--- src/rtl/uart_pkg.sv ---
// Shared UART constants and types.
// Used by the transmit arbiter and its rotating picker.
package uart_pkg;

  localparam int BYTE_W = 8;

  typedef enum logic {
    IDLE = 1'b0,
    LOCK = 1'b1
  } arb_state_e;

endpackage

--- src/rtl/uart_tx_arb_rr_pick.sv ---
// Rotating-priority requester pick.
// Finds the first asserted request at or after ptr, wrapping.
module rr_pick
  import uart_pkg::*;
#(
  parameter int N  = 4,
  parameter int PW = $clog2(N)
) (
  input  logic [N-1:0]  req,
  input  logic [PW-1:0] ptr,
  output logic [PW-1:0] idx,
  output logic          any_vld
);

  logic [PW-1:0] j;

  // Scan upward from ptr and keep the first hit.
  always_comb begin
    idx     = '0;
    any_vld = 1'b0;
    j       = '0;
    for (int i = 0; i < N; i++) begin
      j = PW'((int'(ptr) + i) % N);
      if (!any_vld && req[j]) begin
        any_vld = 1'b1;
        idx     = j;
      end
    end
  end

endmodule

--- src/rtl/uart_tx_arb.sv ---
// Packet-level round-robin arbiter feeding one UART transmitter.
// A granted requester owns the link until last byte or gap timeout.
module uart_tx_arb
  import uart_pkg::*;
#(
  parameter int NUM_REQ     = 4,
  parameter int GAP_TIMEOUT = 1024
) (
  input  logic                       clk,
  input  logic                       rst_n,
  input  logic [NUM_REQ*8-1:0]       req_data,
  input  logic [NUM_REQ-1:0]         req_valid,
  input  logic [NUM_REQ-1:0]         req_last,
  output logic [NUM_REQ-1:0]         req_ready,
  output logic [7:0]                 tx_data,
  output logic                       tx_valid,
  input  logic                       tx_ready,
  output logic [$clog2(NUM_REQ)-1:0] grant_id,
  output logic                       busy,
  output logic                       gap_abort
);

  localparam int PW = $clog2(NUM_REQ);
  localparam int CW = $clog2(GAP_TIMEOUT + 1);

  arb_state_e        state_q, state_d;
  logic [PW-1:0]     rr_ptr_q, rr_ptr_d;
  logic [PW-1:0]     grant_q, grant_d;
  logic [BYTE_W-1:0] tx_data_q, tx_data_d;
  logic              tx_valid_q, tx_valid_d;
  logic [CW-1:0]     gap_cnt_q, gap_cnt_d;
  logic              gap_abort_q, gap_abort_d;

  logic [PW-1:0]     pick_idx;
  logic              pick_any;
  logic              own_valid;
  logic              own_last;
  logic [BYTE_W-1:0] own_data;
  logic              can_load;
  logic              own_hs;
  logic [PW-1:0]     next_ptr;

  rr_pick #(
    .N  (NUM_REQ),
    .PW (PW)
  ) u_pick (
    .req     (req_valid),
    .ptr     (rr_ptr_q),
    .idx     (pick_idx),
    .any_vld (pick_any)
  );

  // Select the current owner's byte lane and flags.
  always_comb begin
    own_valid = 1'b0;
    own_last  = 1'b0;
    own_data  = '0;
    for (int i = 0; i < NUM_REQ; i++) begin
      if (grant_q == PW'(i)) begin
        own_valid = req_valid[i];
        own_last  = req_last[i];
        own_data  = req_data[i*8 +: 8];
      end
    end
  end

  assign can_load = (state_q == LOCK) && (!tx_valid_q || tx_ready);
  assign own_hs   = can_load && own_valid;
  assign next_ptr = (grant_q == PW'(NUM_REQ - 1)) ? '0 : grant_q + 1'b1;

  // Only the owner sees ready, and only when the output slot frees.
  always_comb begin
    req_ready = '0;
    for (int i = 0; i < NUM_REQ; i++) begin
      if (grant_q == PW'(i)) req_ready[i] = can_load;
    end
  end

  // Next-state: arbitration, packet ownership, output slot, gap timer.
  always_comb begin
    state_d     = state_q;
    rr_ptr_d    = rr_ptr_q;
    grant_d     = grant_q;
    tx_data_d   = tx_data_q;
    tx_valid_d  = tx_valid_q;
    gap_cnt_d   = gap_cnt_q;
    gap_abort_d = 1'b0;
    if (tx_valid_q && tx_ready) tx_valid_d = 1'b0;
    unique case (state_q)
      IDLE: begin
        gap_cnt_d = '0;
        if (pick_any) begin
          grant_d = pick_idx;
          state_d = LOCK;
        end
      end
      LOCK: begin
        if (own_hs) begin
          tx_data_d  = own_data;
          tx_valid_d = 1'b1;
        end
        if (own_valid) gap_cnt_d = '0;
        else           gap_cnt_d = gap_cnt_q + 1'b1;
        if (own_hs && own_last) begin
          state_d   = IDLE;
          rr_ptr_d  = next_ptr;
          gap_cnt_d = '0;
        end else if (!own_valid &&
                     gap_cnt_q == CW'(GAP_TIMEOUT - 1)) begin
          state_d     = IDLE;
          rr_ptr_d    = next_ptr;
          gap_cnt_d   = '0;
          gap_abort_d = 1'b1;
        end
      end
    endcase
  end

  // State registers with synchronous active-low reset.
  always_ff @(posedge clk) begin
    if (!rst_n) begin
      state_q     <= IDLE;
      rr_ptr_q    <= '0;
      grant_q     <= '0;
      tx_data_q   <= '0;
      tx_valid_q  <= 1'b0;
      gap_cnt_q   <= '0;
      gap_abort_q <= 1'b0;
    end else begin
      state_q     <= state_d;
      rr_ptr_q    <= rr_ptr_d;
      grant_q     <= grant_d;
      tx_data_q   <= tx_data_d;
      tx_valid_q  <= tx_valid_d;
      gap_cnt_q   <= gap_cnt_d;
      gap_abort_q <= gap_abort_d;
    end
  end

  assign tx_data   = tx_data_q;
  assign tx_valid  = tx_valid_q;
  assign grant_id  = grant_q;
  assign busy      = (state_q == LOCK);
  assign gap_abort = gap_abort_q;

endmodule

--- config.mk ---
export PLATFORM = sky130hd
export DESIGN_NAME = uart_tx_arb
export DESIGN_NICKNAME = d
export VERILOG_FILES = /design/src/rtl/uart_pkg.sv /design/src/rtl/uart_tx_arb_rr_pick.sv /design/src/rtl/uart_tx_arb.sv
export SDC_FILE = /design/constraint.sdc
export NUM_CORES = 1
export LEC_CHECK = 0
export BUFFER_PORTS_ARGS = -buffer_cell sky130_fd_sc_hd__buf_2
export CAP_MARGIN = 20
export CORE_UTILIZATION = 52
export CTS_CLUSTER_SIZE = 24
export DETAILED_ROUTE_END_ITERATION = 8
export PLACE_DENSITY_LB_ADDON = 0.08
export SYNTH_ARGS = -nofsm -noshare
export SYNTH_HDL_FRONTEND = slang
export SYNTH_HIERARCHICAL = 1
export SYNTH_SLANG_ARGS = --single-unit
--- constraint.sdc ---
create_clock -name clk -period 4.35 [get_ports clk]
set_clock_uncertainty 0.15 [all_clocks]
set_input_delay 0.87 -clock clk [delete_from_list [all_inputs] [get_ports clk]]
set_output_delay 0.87 -clock clk [all_outputs]
set_load 0.05 [all_outputs]
# [After elaboration in Yosys (flattened, before gate mapping)]
# Index checks and enable logic that the tools add are counted.
# W data, S select, Z words.
[totals] ff_bits=26 output_inout_bits=17
[op_classes] addsub=5 magnitude_cmp=4 n_eq_ne=4 n_mux=47 bitwise_logic=2 reduce_logical=20
[op_table] operator="$mux W11" n=3
[op_table] operator="$mux W8" n=4
[op_table] operator="$mux W1" n=27
[op_table] operator="$pmux W11 S2" n=1
[op_table] operator="$mux W2" n=7
[op_table] operator="$lt A2 B3 Y1 const B" n=4
[op_table] operator="$add A11 B1 Y11 const B" n=1
[op_table] operator="$eq A11 B10 Y1 const B" n=1
[op_table] operator="$bmux W1 S2" n=4
[op_table] operator="$logic_and A1 B1 Y1" n=8
[op_table] operator="$reduce_and A2 Y1" n=3
[op_table] operator="$logic_not A1 Y1" n=5
[op_table] operator="$add A2 B1 Y2 const B" n=2
[op_table] operator="$add A2 B2 Y2 const B" n=2
[op_table] operator="$eq A2 B2 Y1 const B" n=2
[op_table] operator="$reduce_or A3 Y1" n=1
[op_table] operator="$eq A2 B1 Y1 const B" n=1
[op_table] operator="$logic_not A2 Y1" n=1
[op_table] operator="$not A1 Y1" n=2
[op_table] operator="$pmux W1 S2" n=1
[op_table] operator="$reduce_bool A2 Y1" n=1
[op_table] operator="$logic_or A1 B1 Y1" n=1

# [Logic depth before layout (Yosys ltp)]
# Gate-level depths: netlist (run 1).
[depth] ltp_word=14 ltp_mapped=9 mapped_depth_nobuf=7

# [Modules after synthesis]
# The synthesis (run 1) kept the hierarchy.
[modules_own_cells] module="uart_tx_arb" n_inst=1 cells_each=170 area_per_inst_um2=1425.1 seq_area_each_um2=520.5
[modules_own_cells] module="rr_pick" n_inst=1 cells_each=15 area_per_inst_um2=77.6 seq_area_each_um2=0.0

# [Least setup slack after synthesis (run 1)]
# Ideal clock, no wire load.
[synth_path] path_kind="register -> output" start="register grant_q[1], in the netlist grant_id[1]" end="output port req_ready[3]" arrival_time_ns=1.927 slack_ns=1.403 stages_incl_launch_ff=5 cell_sequence="dfxtp_1 > ha_1 > buf_2 > clkbuf_1 > and3_1"
[synth_between] elab_chain_cells=2
[synth_lines] item="start, declared" line="uart_tx_arb.sv:28" rtl="logic [PW-1:0] grant_q, grant_d;"
[synth_lines] item="start signal, assigned" line="uart_tx_arb.sv:132" rtl="grant_q <= grant_d;"
[synth_lines] item="$eq A2 B2 Y1" line="uart_tx_arb.sv:75" rtl="if (grant_q == PW'(i)) req_ready[i] = can_load;"
[synth_lines] item="$mux W1" line="uart_tx_arb.sv:75"
[synth_lines] item="end, declared" line="uart_tx_arb.sv:14" rtl="output logic [NUM_REQ-1:0] req_ready,"
# Every way passes these cells.

# [Worst setup path after layout (run 1)]
[layout_path] start="register grant_q[0], in the netlist grant_id[0]" end="output port req_ready[3]"
# The elaborated chain is that of the path after synthesis.

==> results of run 1 <==
==> critical path: cells and delay by family (launching register included) <==
family | cells | cell delay (ns)
buffers and inverters | 1 | 0.26
adders and majority gates | 1 | 0.63
DFF | 1 | 0.40
and+or+nand+nor | 1 | 0.25
==> sequential cells by signal, summed over array words and instances, names as in the netlist <==
register,flops
gap_cnt_q,11
tx_data,8
grant_id,2
rr_ptr_q,2
busy,1
gap_abort,1
tx_valid,1
==> cell families after synthesis <==
logic type / count (synthesis) / synth area share
AOI/OAI and AO/OA: 50 / 0.215
xor gates and xnor gates: 8 / 0.0466
adders and majority gates: 5 / 0.0416
buffers and inverters: 22 / 0.0708
DFF: 26 / 0.346
muxes: 2 / 0.0133
and+or+nand+nor: 72 / 0.266
==> power breakdown <==
group / leakage [nW] / internal, mW / switching [mW]
logic: 0.576 / 0.0513 / 0.0954
clock network: 0.0138 / 0.0323 / 0.0623
registers: 0.212 / 0.250 / 0.00871
total: 0.801 / 0.333 / 0.166
==> synthesized netlist by cell type, drive strengths merged (3+ instances only) <==
library cell,count,area (um^2)
nand3,7,40.0
a221oi,7,61.3
and3,6,37.5
xnor2,4,35.0
nand2b,3,18.8
clkbuf,6,22.5
nor2b,12,75.1
o21ai,12,60.1
nor2,17,63.8
xor2,4,35.0
a21oi,21,105
buf,7,50.1
ha,5,62.6
nand2,9,33.8
nor3,8,40.0
inv,9,33.8
dfxtp,26,521
==> per-layer routing <==
metal,vias up,GRT usage
li1,752,-
met4,0,0.0714
met3,4,0.0256
met5,-,0
met1,659,0.275
met2,44,0.399
==> cell type report <==
cell class                      count  area (um^2)  share of cell area
Clock buffer                        3         22.5              0.0126
Inverter                            9         33.8              0.0189
Multi-Input combinational cell    137          876               0.490
Sequential cell                    26          520               0.291
Tap cell                           31         38.8              0.0217
Timing Repair Buffer               59          295               0.165
==> worst min path at each step <==
| stage | from | end | slack (ns) |
|---|---|---|---|
| after detailed placement | gap_cnt_q[0]$_SDFF_PP0_ | gap_cnt_q[0]$_SDFF_PP0_ | 0.31 |
| after global routing | gap_cnt_q[0]$_SDFF_PP0_ | gap_cnt_q[0]$_SDFF_PP0_ | 0.35 |
| after global placement | gap_cnt_q[0]$_SDFF_PP0_ | gap_cnt_q[0]$_SDFF_PP0_ | 0.29 |
| final | gap_cnt_q[0]$_SDFF_PP0_ | gap_cnt_q[0]$_SDFF_PP0_ | 0.33 |
| after floorplan | gap_cnt_q[0]$_SDFF_PP0_ | gap_cnt_q[0]$_SDFF_PP0_ | 0.28 |
| after CTS | gap_cnt_q[0]$_SDFF_PP0_ | gap_cnt_q[0]$_SDFF_PP0_ | 0.34 |
==> cell usage in the layout (no fill, tap or decap), drive strengths merged, types with 2 or more instances in the layout <==
cell type  Yosys  layout
buf            7      59
dfxtp         26      26
a21oi         21      21
nor2          17      17
nor2b         12      12
o21ai         12      12
nand2          9       9
inv            9       9
nor3           8       8
a221oi         7       7
nand3          7       7
and3           6       6
ha             5       5
xnor2          4       4
xor2           4       4
nand2b         3       3
clkbuf         6       3
nand3b         2       2
a211oi         2       2
nor3b          2       2
mux2i          2       2
nand4          2       2
==> per-stage QoR <==
stage / setup slack, ns / cell area (um^2) / hold WS [ns] / util / std cells
after floorplan: 1.40 / 1500 / 0.280 / - / 185
after global placement: 1.78 / 1760 / 0.293 / 0.640 / 262
after detailed placement: 1.75 / 1760 / 0.306 / 0.640 / 262
after CTS: 1.46 / 1790 / 0.336 / 0.648 / 265
after global routing: 1.35 / 1790 / 0.350 / 0.648 / 265
final: 1.47 / 1790 / 0.329 / 0.648 / 265
==> summary.md, run 1 <==
| Metric | Value |
|---|---|
| Async SR Flop Fraction | `0` |
| Largest net degree at the start of global routing | `23` |
| Row cnt | `19` |
| Antenna Nets Post-Route | `0` |
| Cell Area, Synth | `0.00150 mm^2` |
| Gate count of the mapped netlist | `185` |
| Delay of the slowest critical-path stage | `0.63 ns` |
| Final setup fails | `0` |
| Initial antenna violation count | `0` |
| GRT overflow | `0` |
| EDFF count, synth | `0` |
| Die X | `55.8 um` |
| R2R depth | `6` |
| Crit share post-route | `0.661` |
| Die Height | `55.8 um` |
| Synth cell types | `39` |
| Crit start category | `register` |
| Top Ports | `60` |
| Wl on met1 | `1560 um` |
| DR WL/cell | `12.9 um` |
| Crit path launch | `grant_id[0]$_SDFFE_PN0P_` |
| CP Class | `reg2out` |
| Clk sinks | `26` |
| Die area | `0.00311 mm^2` |
| Final Hold Fails | `0` |
| GRT Overall Usage | `0.222` |
| Max Slew Vio Count | `0` |
| Reg2reg setup slack | `1.76 ns` |
| WHS Path Cells | `1` |
| Met2 routed WL | `1630 um` |
| Vias | `1459` |
| R2R Path Start | `grant_id[0]$_SDFFE_PN0P_` |
| Syn_nets | `233` |
| Final wirelength | `3410 um` |
| Slew Limit Headroom | `0.528` |
| Core ar. | `0.00276 mm^2` |
| Min Clock Period, post-route | `2.88 ns` |
| FF-to-FF End | `rr_ptr_q[1]$_SDFFE_PN0P_` |
| Max Root-Sink Buffers | `2` |
| Initial Utilization | `0.545` |
| Largest fanout on the critical path | `22` |
| CP cell instances | `ha_1 > and3_1 > buf_2` |
| Fill cells | `244` |
| Worst vdd ir | `250 uV` |
| Post CTS Setup Buffer Count | `0` |
| Warning count from the yosys run | `6` |
| Worst-Skew Late Latency | `0.30 ns` |
| Via-to-Cell Ratio | `5.51` |
| Pre-antenna DRT Iters | `4` |
| Synthesis-to-finish area growth | `18.9%` |
| Hold Path Class | `reg2reg` |
| Main flop type after synthesis | `dfxtp_1` |
| Metal3 WL | `195 um` |
| Static Leak | `0.801 nW` |
| Total CTS buffers | `3` |
| Vias in the first global route | `1361` |
| Clock Pin Slew Worst Setup and Hold Paths | `0.13 ns` |
| 1st-iter DRT viols | `97` |
| Post-CTS resize count | `0` |
| Outcome | `completed` |
| Max-cap violations | `0` |
| Uppermost layer routed | `met4` |
| Detailed Place HPWL | `2720 um` |
| Diode count | `0` |
| Power per cell area | `280 mW/mm^2` |
| TNS Setup | `0 ns` |
| CP endpoint | `req_ready[3]` |
| Residual DRC | `0` |
| Worst Path Required | `3.33 ns` |
| Share of cells above drive strength 1 | `0.295` |
| Final Power | `500 uW` |
| First-pass GRT wire length | `5680 um` |
| Final net count | `284` |
| Clock Root Buffer | `clkbuf_4` |
| CTS tree | `done` |
| Input/output buffers | `59` |
| CP max stage cell | `ha_1` |
| Worst Tran Pin Value | `0.708 ns` |
| Gpl congestion | `0.832` |
| Hold-fix buffers, CTS | `0` |
| H-tree levels | `1` |
| Crit path capture type | `output port` |
| Peak Freq | `0.348 GHz` |
| Sequential area share after synthesis | `0.346` |
| Worst Path Arrival | `1.86 ns` |
| FF+latch count, synth | `26` |
| RSZ-0062 raised after global routing | `no` |
| Avg Inst Size Synth | `8.12 um^2` |
No activity file was read; power rests on OpenSTA's default activity.
==> inputs of run 2 (changes only) <==
--- a/config.mk
+++ b/config.mk
@@ -7,7 +7,7 @@
 export LEC_CHECK = 0
 export BUFFER_PORTS_ARGS = -buffer_cell sky130_fd_sc_hd__buf_2
 export CAP_MARGIN = 20
-export CORE_UTILIZATION = 52
+export CORE_UTILIZATION = 48
 export CTS_CLUSTER_SIZE = 24
 export DETAILED_ROUTE_END_ITERATION = 8
 export PLACE_DENSITY_LB_ADDON = 0.08
==> constraint.sdc (replaced) <==
create_clock -name clk -period 3 [get_ports clk]
set_clock_uncertainty 0.15 [all_clocks]
set_input_delay 0.6 -clock clk [delete_from_list [all_inputs] [get_ports clk]]
set_output_delay 0.6 -clock clk [all_outputs]
set_load 0.05 [all_outputs]
==> summary.md, run 2 (synthesis gave the netlist of run 1 again) <==
| Metric | Value |
|---|---|
| H-tree levels | `1` |
| Die Height | `58.0 um` |
| Power per cell area | `422 mW/mm^2` |
| RSZ-0062 raised after global routing | `no` |
| Slew Limit Headroom | `0.544` |
| CTS tree | `done` |
| Final setup fails | `0` |
| Worst Path Arrival | `1.85 ns` |
| Post-CTS resize count | `0` |
| Final wirelength | `3640 um` |
| Synthesis-to-finish area growth | `19.8%` |
| Largest fanout on the critical path | `21` |
| Max Root-Sink Buffers | `2` |
| Vias | `1493` |
| Crit start category | `register` |
| Crit share post-route | `0.867` |
| Die X | `58.0 um` |
| Crit path capture type | `output port` |
| Max-cap violations | `0` |
| Total CTS buffers | `3` |
| Diode count | `0` |
| R2R depth | `6` |
| Most frequent cells in the layout | `buf_2 (59), dfxtp_1 (26), a21oi_1 (21)` |
| Reg2reg setup slack | `0.41 ns` |
| Worst Path Required | `2.25 ns` |
| 1st-iter DRT viols | `88` |
| CP Class | `reg2out` |
| Worst vdd ir | `308 uV` |
| Hold worst-path end | `gap_cnt_q[0]$_SDFF_PP0_` |
| Detailed Place HPWL | `2930 um` |
| Worst-Skew Late Latency | `0.32 ns` |
| Post CTS Setup Buffer Count | `0` |
| GRT Overall Usage | `0.220` |
| Row cnt | `19` |
| HP Start | `gap_cnt_q[0]$_SDFF_PP0_` |
| R2R Path Start | `grant_id[1]$_SDFFE_PN0P_` |
| Failing checks | `design-rule violations` |
| Hold Path Class | `reg2reg` |
| Pre-antenna DRT Iters | `6` |
| Clk sinks | `26` |
| Reg with most FFs | `gap_cnt_q` |
| Commonest non-fill, non-tap cell in the layout | `buf_2` |
| Antenna Nets Post-Route | `0` |
| Via-to-Cell Ratio | `5.61` |
| Static Leak | `0.808 nW` |
| Final instance area | `0.00180 mm^2` |
| Min Clock Period, post-route | `2.60 ns` |
| Final net count | `284` |
| Share of cells above drive strength 1 | `0.298` |
| Clock Root Buffer | `clkbuf_4` |
| Vias in the first global route | `1363` |
| Max reg flops | `11` |
| GRT overflow | `0` |
| Hold-fix buffers, CTS | `0` |
| Input/output buffers | `59` |
| Residual DRC | `9` |
| Worst Tran Pin Value | `0.683 ns` |
| FF-to-FF End | `rr_ptr_q[1]$_SDFFE_PN0P_` |
| WHS Path Cells | `1` |
| Largest net degree at the start of global routing | `23` |
| Core ar. | `0.00285 mm^2` |
| Max Slew Vio Count | `0` |
| Fill cells | `257` |
| Peak Freq | `0.384 GHz` |
| Placed Area | `0.00176 mm^2` |
| Gpl congestion | `0.807` |
| DR WL/cell | `13.7 um` |
| Clock Pin Slew Worst Setup and Hold Paths | `0.13 ns` |
| TNS Setup | `0 ns` |
| First-pass GRT wire length | `5790 um` |
| Outcome | `finished, violations left` |
| Final Hold Fails | `0` |
| Die area | `0.00336 mm^2` |
| Top Ports | `60` |
| Initial Utilization | `0.527` |
| Initial antenna violation count | `0` |
-- run 2: changes by cell type in the layout (fill, tap and decap cells not counted), sizes merged --
| cell | change |
|---|---|
| clkbuf | +1 |
-- run 2: worst max path at each step --
stage / startpoint / end / slack [ns] / cells past startpoint
after global placement: grant_id[0]$_SDFFE_PN0P_ / rr_ptr_q[1]$_SDFFE_PN0P_ / 0.57 / 6
after floorplan: grant_id[1]$_SDFFE_PN0P_ / req_ready[3] / 0.32 / 4
final: grant_id[0]$_SDFFE_PN0P_ / req_ready[2] / 0.40 / 4
after detailed placement: grant_id[1]$_SDFFE_PN0P_ / rr_ptr_q[1]$_SDFFE_PN0P_ / 0.43 / 6
after CTS: grant_id[1]$_SDFFE_PN0P_ / req_ready[3] / 0.39 / 3
after global routing: grant_id[1]$_SDFFE_PN0P_ / rr_ptr_q[0]$_SDFFE_PN0P_ / 0.18 / 6
-- run 2: routing by layer --
metal  part of all wire  wire length [um]  vias to the layer above  GRT usage
li1                   -                 -                      749          -
met1               0.44              1590                      688      0.264
met2               0.48              1730                       51      0.404
met3              0.072               263                        5     0.0223
met4              0.014                50                        0     0.0816
met5                  0                 0                        -          0
-- run 2: report_power, final --
part	switching, mW	leakage, nW	total, mW	internal (mW)
logic	0.140	0.576	0.214	0.0744
registers	0.0132	0.212	0.376	0.362
clock network	0.0962	0.0210	0.170	0.0743
total	0.249	0.808	0.760	0.511
-- run 2: critical path, cell delays in order, from the launching register on --
cell and delay, ns:
dfxtp_1 0.36, inv_1 0.13, ha_1 0.55, and3_1 0.24, buf_2 0.26
-- run 2: stage by stage --
stage	hold slack, ns	total power [mW]	setup WS (ns)	utilization	cells
final	0.332	0.760	0.398	0.631	266
after detailed placement	0.308	0.597	0.428	0.618	262
after global routing	0.366	0.797	0.180	0.631	266
after CTS	0.338	0.768	0.387	0.631	266
after floorplan	0.280	0.538	0.323	-	185
after global placement	0.295	0.590	0.569	0.618	262
-- run 2: layout make-up --
class | count | area (um^2) | area share
multi-input cells | 137 | 876 | 0.486
flip-flops and latches | 26 | 520 | 0.289
repair buffers | 59 | 295 | 0.164
clock buffers | 4 | 36.3 | 0.0202
inverters | 9 | 33.8 | 0.0188
well taps | 31 | 38.8 | 0.0215
==> inputs of run 3 (changes only) <==
--- a/config.mk
+++ b/config.mk
@@ -8,6 +8,7 @@
 export BUFFER_PORTS_ARGS = -buffer_cell sky130_fd_sc_hd__buf_2
 export CAP_MARGIN = 20
 export CORE_UTILIZATION = 48
+export CTS_BUF_LIST = sky130_fd_sc_hd__clkbuf_8 sky130_fd_sc_hd__clkbuf_16
 export CTS_CLUSTER_SIZE = 24
 export DETAILED_ROUTE_END_ITERATION = 8
 export PLACE_DENSITY_LB_ADDON = 0.08
==> summary.md, run 3 (synthesis gave the netlist of run 1 again) <==
| Metric | Value |
|---|---|
| Via-to-Cell Ratio | `5.61` |
| Min Clock Period, post-route | `2.58 ns` |
| RSZ-0062 raised after global routing | `no` |
| Residual DRC | `9` |
| Final net count | `284` |
| Fin Hold WS | `0.321 ns` |
| Row cnt | `19` |
| CP max stage cell | `ha_1` |
| Multi-input gate area | `876 um^2` |
| Non-filler cells, final | `266` |
| Initial Utilization | `0.527` |
| Inst Count DP | `262` |
| Largest net degree at the start of global routing | `23` |
| Clk sinks | `26` |
| Static Leak | `0.816 nW` |
| Diode count | `0` |
| Total CTS buffers | `3` |
| Gpl congestion | `0.807` |
| Antenna Nets Post-Route | `0` |
| Outcome | `finished, violations left` |
| Most frequent cells in the layout | `buf_2 (59), dfxtp_1 (26), a21oi_1 (21)` |
| Die Height | `58.0 um` |
| Largest fanout on the critical path | `22` |
| Post-CTS resize count | `0` |
| Hold-fix buffers, CTS | `0` |
| Peak Freq | `0.388 GHz` |
| Max reg flops | `11` |
| 1st-iter DRT viols | `89` |
| Pre-CTS WS | `0.428 ns` |
| CP Class | `reg2reg` |
| Clock Pin Slew Worst Setup and Hold Paths | `0.08 ns` |
| Input/output buffers | `59` |
| Final setup fails | `0` |
| CTS tree | `done` |
| Initial antenna violation count | `0` |
| Crit path top cell by count | `a211oi_2` |
| Pre-antenna DRT Iters | `8` |
| Failing checks | `design-rule violations` |
| Vias in the first global route | `1380` |
| Worst vdd ir | `338 uV` |
| GRT Overall Usage | `0.222` |
| Post CTS Setup Buffer Count | `0` |
| Delay of the slowest critical-path stage | `0.62 ns` |
| Die X | `58.0 um` |
| Clock Root Buffer | `clkbuf_8` |
| Switching pwr | `253 uW` |
| TNS Setup | `0 ns` |
| Die area | `0.00336 mm^2` |
| Sw Share | `0.314` |
| Detailed Place HPWL | `2930 um` |
| Final Hold Fails | `0` |
| Comb pwr share | `0.265` |
| Pint | `554 uW` |
| Crit path capture type | `register` |
| Share of cells above drive strength 1 | `0.298` |
| Worst Tran Pin Value | `0.683 ns` |
| Top Ports | `60` |
| Vias | `1491` |
| Clock share of power | `0.270` |
| FF+latch area | `520 um^2` |
| Worst setup margin | `0.422 ns` |
| Worst Path Arrival | `2.58 ns` |
| Final Power | `807 uW` |
| Max Slew Vio Count | `0` |
| DR WL/cell | `13.8 um` |
| Worst-Skew Late Latency | `0.26 ns` |
| H-tree levels | `1` |
| Commonest non-fill, non-tap cell in the layout | `buf_2` |
| Worst Path Required | `3.00 ns` |
| CP cell instances | `ha_1 > a211oi_2 > a211oi_2 > and3_1 > a22oi_2 > mux2i_1` |
| Reg with most FFs | `gap_cnt_q` |
| Crit share post-route | `0.859` |
| Slew Limit Headroom | `0.545` |
| Final instance area | `0.00182 mm^2` |
| Synthesis-to-finish area growth | `21.1%` |
| GRT overflow | `0` |
| Placed Area | `0.00176 mm^2` |
| Crit start category | `register` |
| First-pass GRT wire length | `5870 um` |
| Max Root-Sink Buffers | `2` |
| Crit path buf inv count | `0` |
| Final wirelength | `3670 um` |
| Seq pwr share | `0.465` |
| Core ar. | `0.00285 mm^2` |
| Hold Path Class | `reg2reg` |
| Max-cap violations | `0` |
| Fill cells | `254` |
| Kind of cell adding the most delay to the critical path | `compound AO/OA/AOI/OAI gates` |
| Final design utilization | `0.638` |
| Power per cell area | `444 mW/mm^2` |
-- run 3: cell counts in the layout (fill, tap and decap cells not counted) --
Identical to the previous run, type by type.
-- run 3: routing by layer --
layer,GRT usage,vias up,routed length (um)
met3,0.0290,4,265
li1,-,746,-
met4,0.0714,0,32
met5,0,-,0
met1,0.267,688,1620
met2,0.407,53,1750
-- run 3: final cells by class --
| cell class | count | area share |
|---|---|---|
| Clock buffer | 4 | 0.0303 |
| Timing Repair Buffer | 59 | 0.162 |
| Tap cell | 31 | 0.0213 |
| Inverter | 9 | 0.0186 |
| Sequential cell | 26 | 0.286 |
| Multi-Input combinational cell | 137 | 0.481 |
-- run 3: power by group through the flow --
stage / registers, mW / clock network, mW / logic, mW
global placement: 0.382 / 0 / 0.209
global route: 0.377 / 0.233 / 0.234
detailed placement: 0.384 / 0 / 0.214
CTS: 0.375 / 0.223 / 0.215
finish: 0.375 / 0.217 / 0.214
floorplan: 0.432 / 0 / 0.107
-- run 3: worst register-to-register path, stage by stage (launching register included) --
cell and delay (ns):
dfxtp_1 0.38, ha_1 0.62, a211oi_2 0.11, a211oi_2 0.34, and3_1 0.52, a22oi_2 0.20
mux2i_1 0.15
-- run 3: path summary, 6_finish.rpt --
kind	from	end	slack, ns	depth (start not counted)
max	grant_id[1]$_SDFFE_PN0P_	rr_ptr_q[1]$_SDFFE_PN0P_	0.42	6
min	gap_cnt_q[0]$_SDFF_PP0_	gap_cnt_q[0]$_SDFF_PP0_	0.32	1
max reg2reg	grant_id[1]$_SDFFE_PN0P_	rr_ptr_q[1]$_SDFFE_PN0P_	0.42	6
min reg2reg	gap_cnt_q[0]$_SDFF_PP0_	gap_cnt_q[0]$_SDFF_PP0_	0.32	1
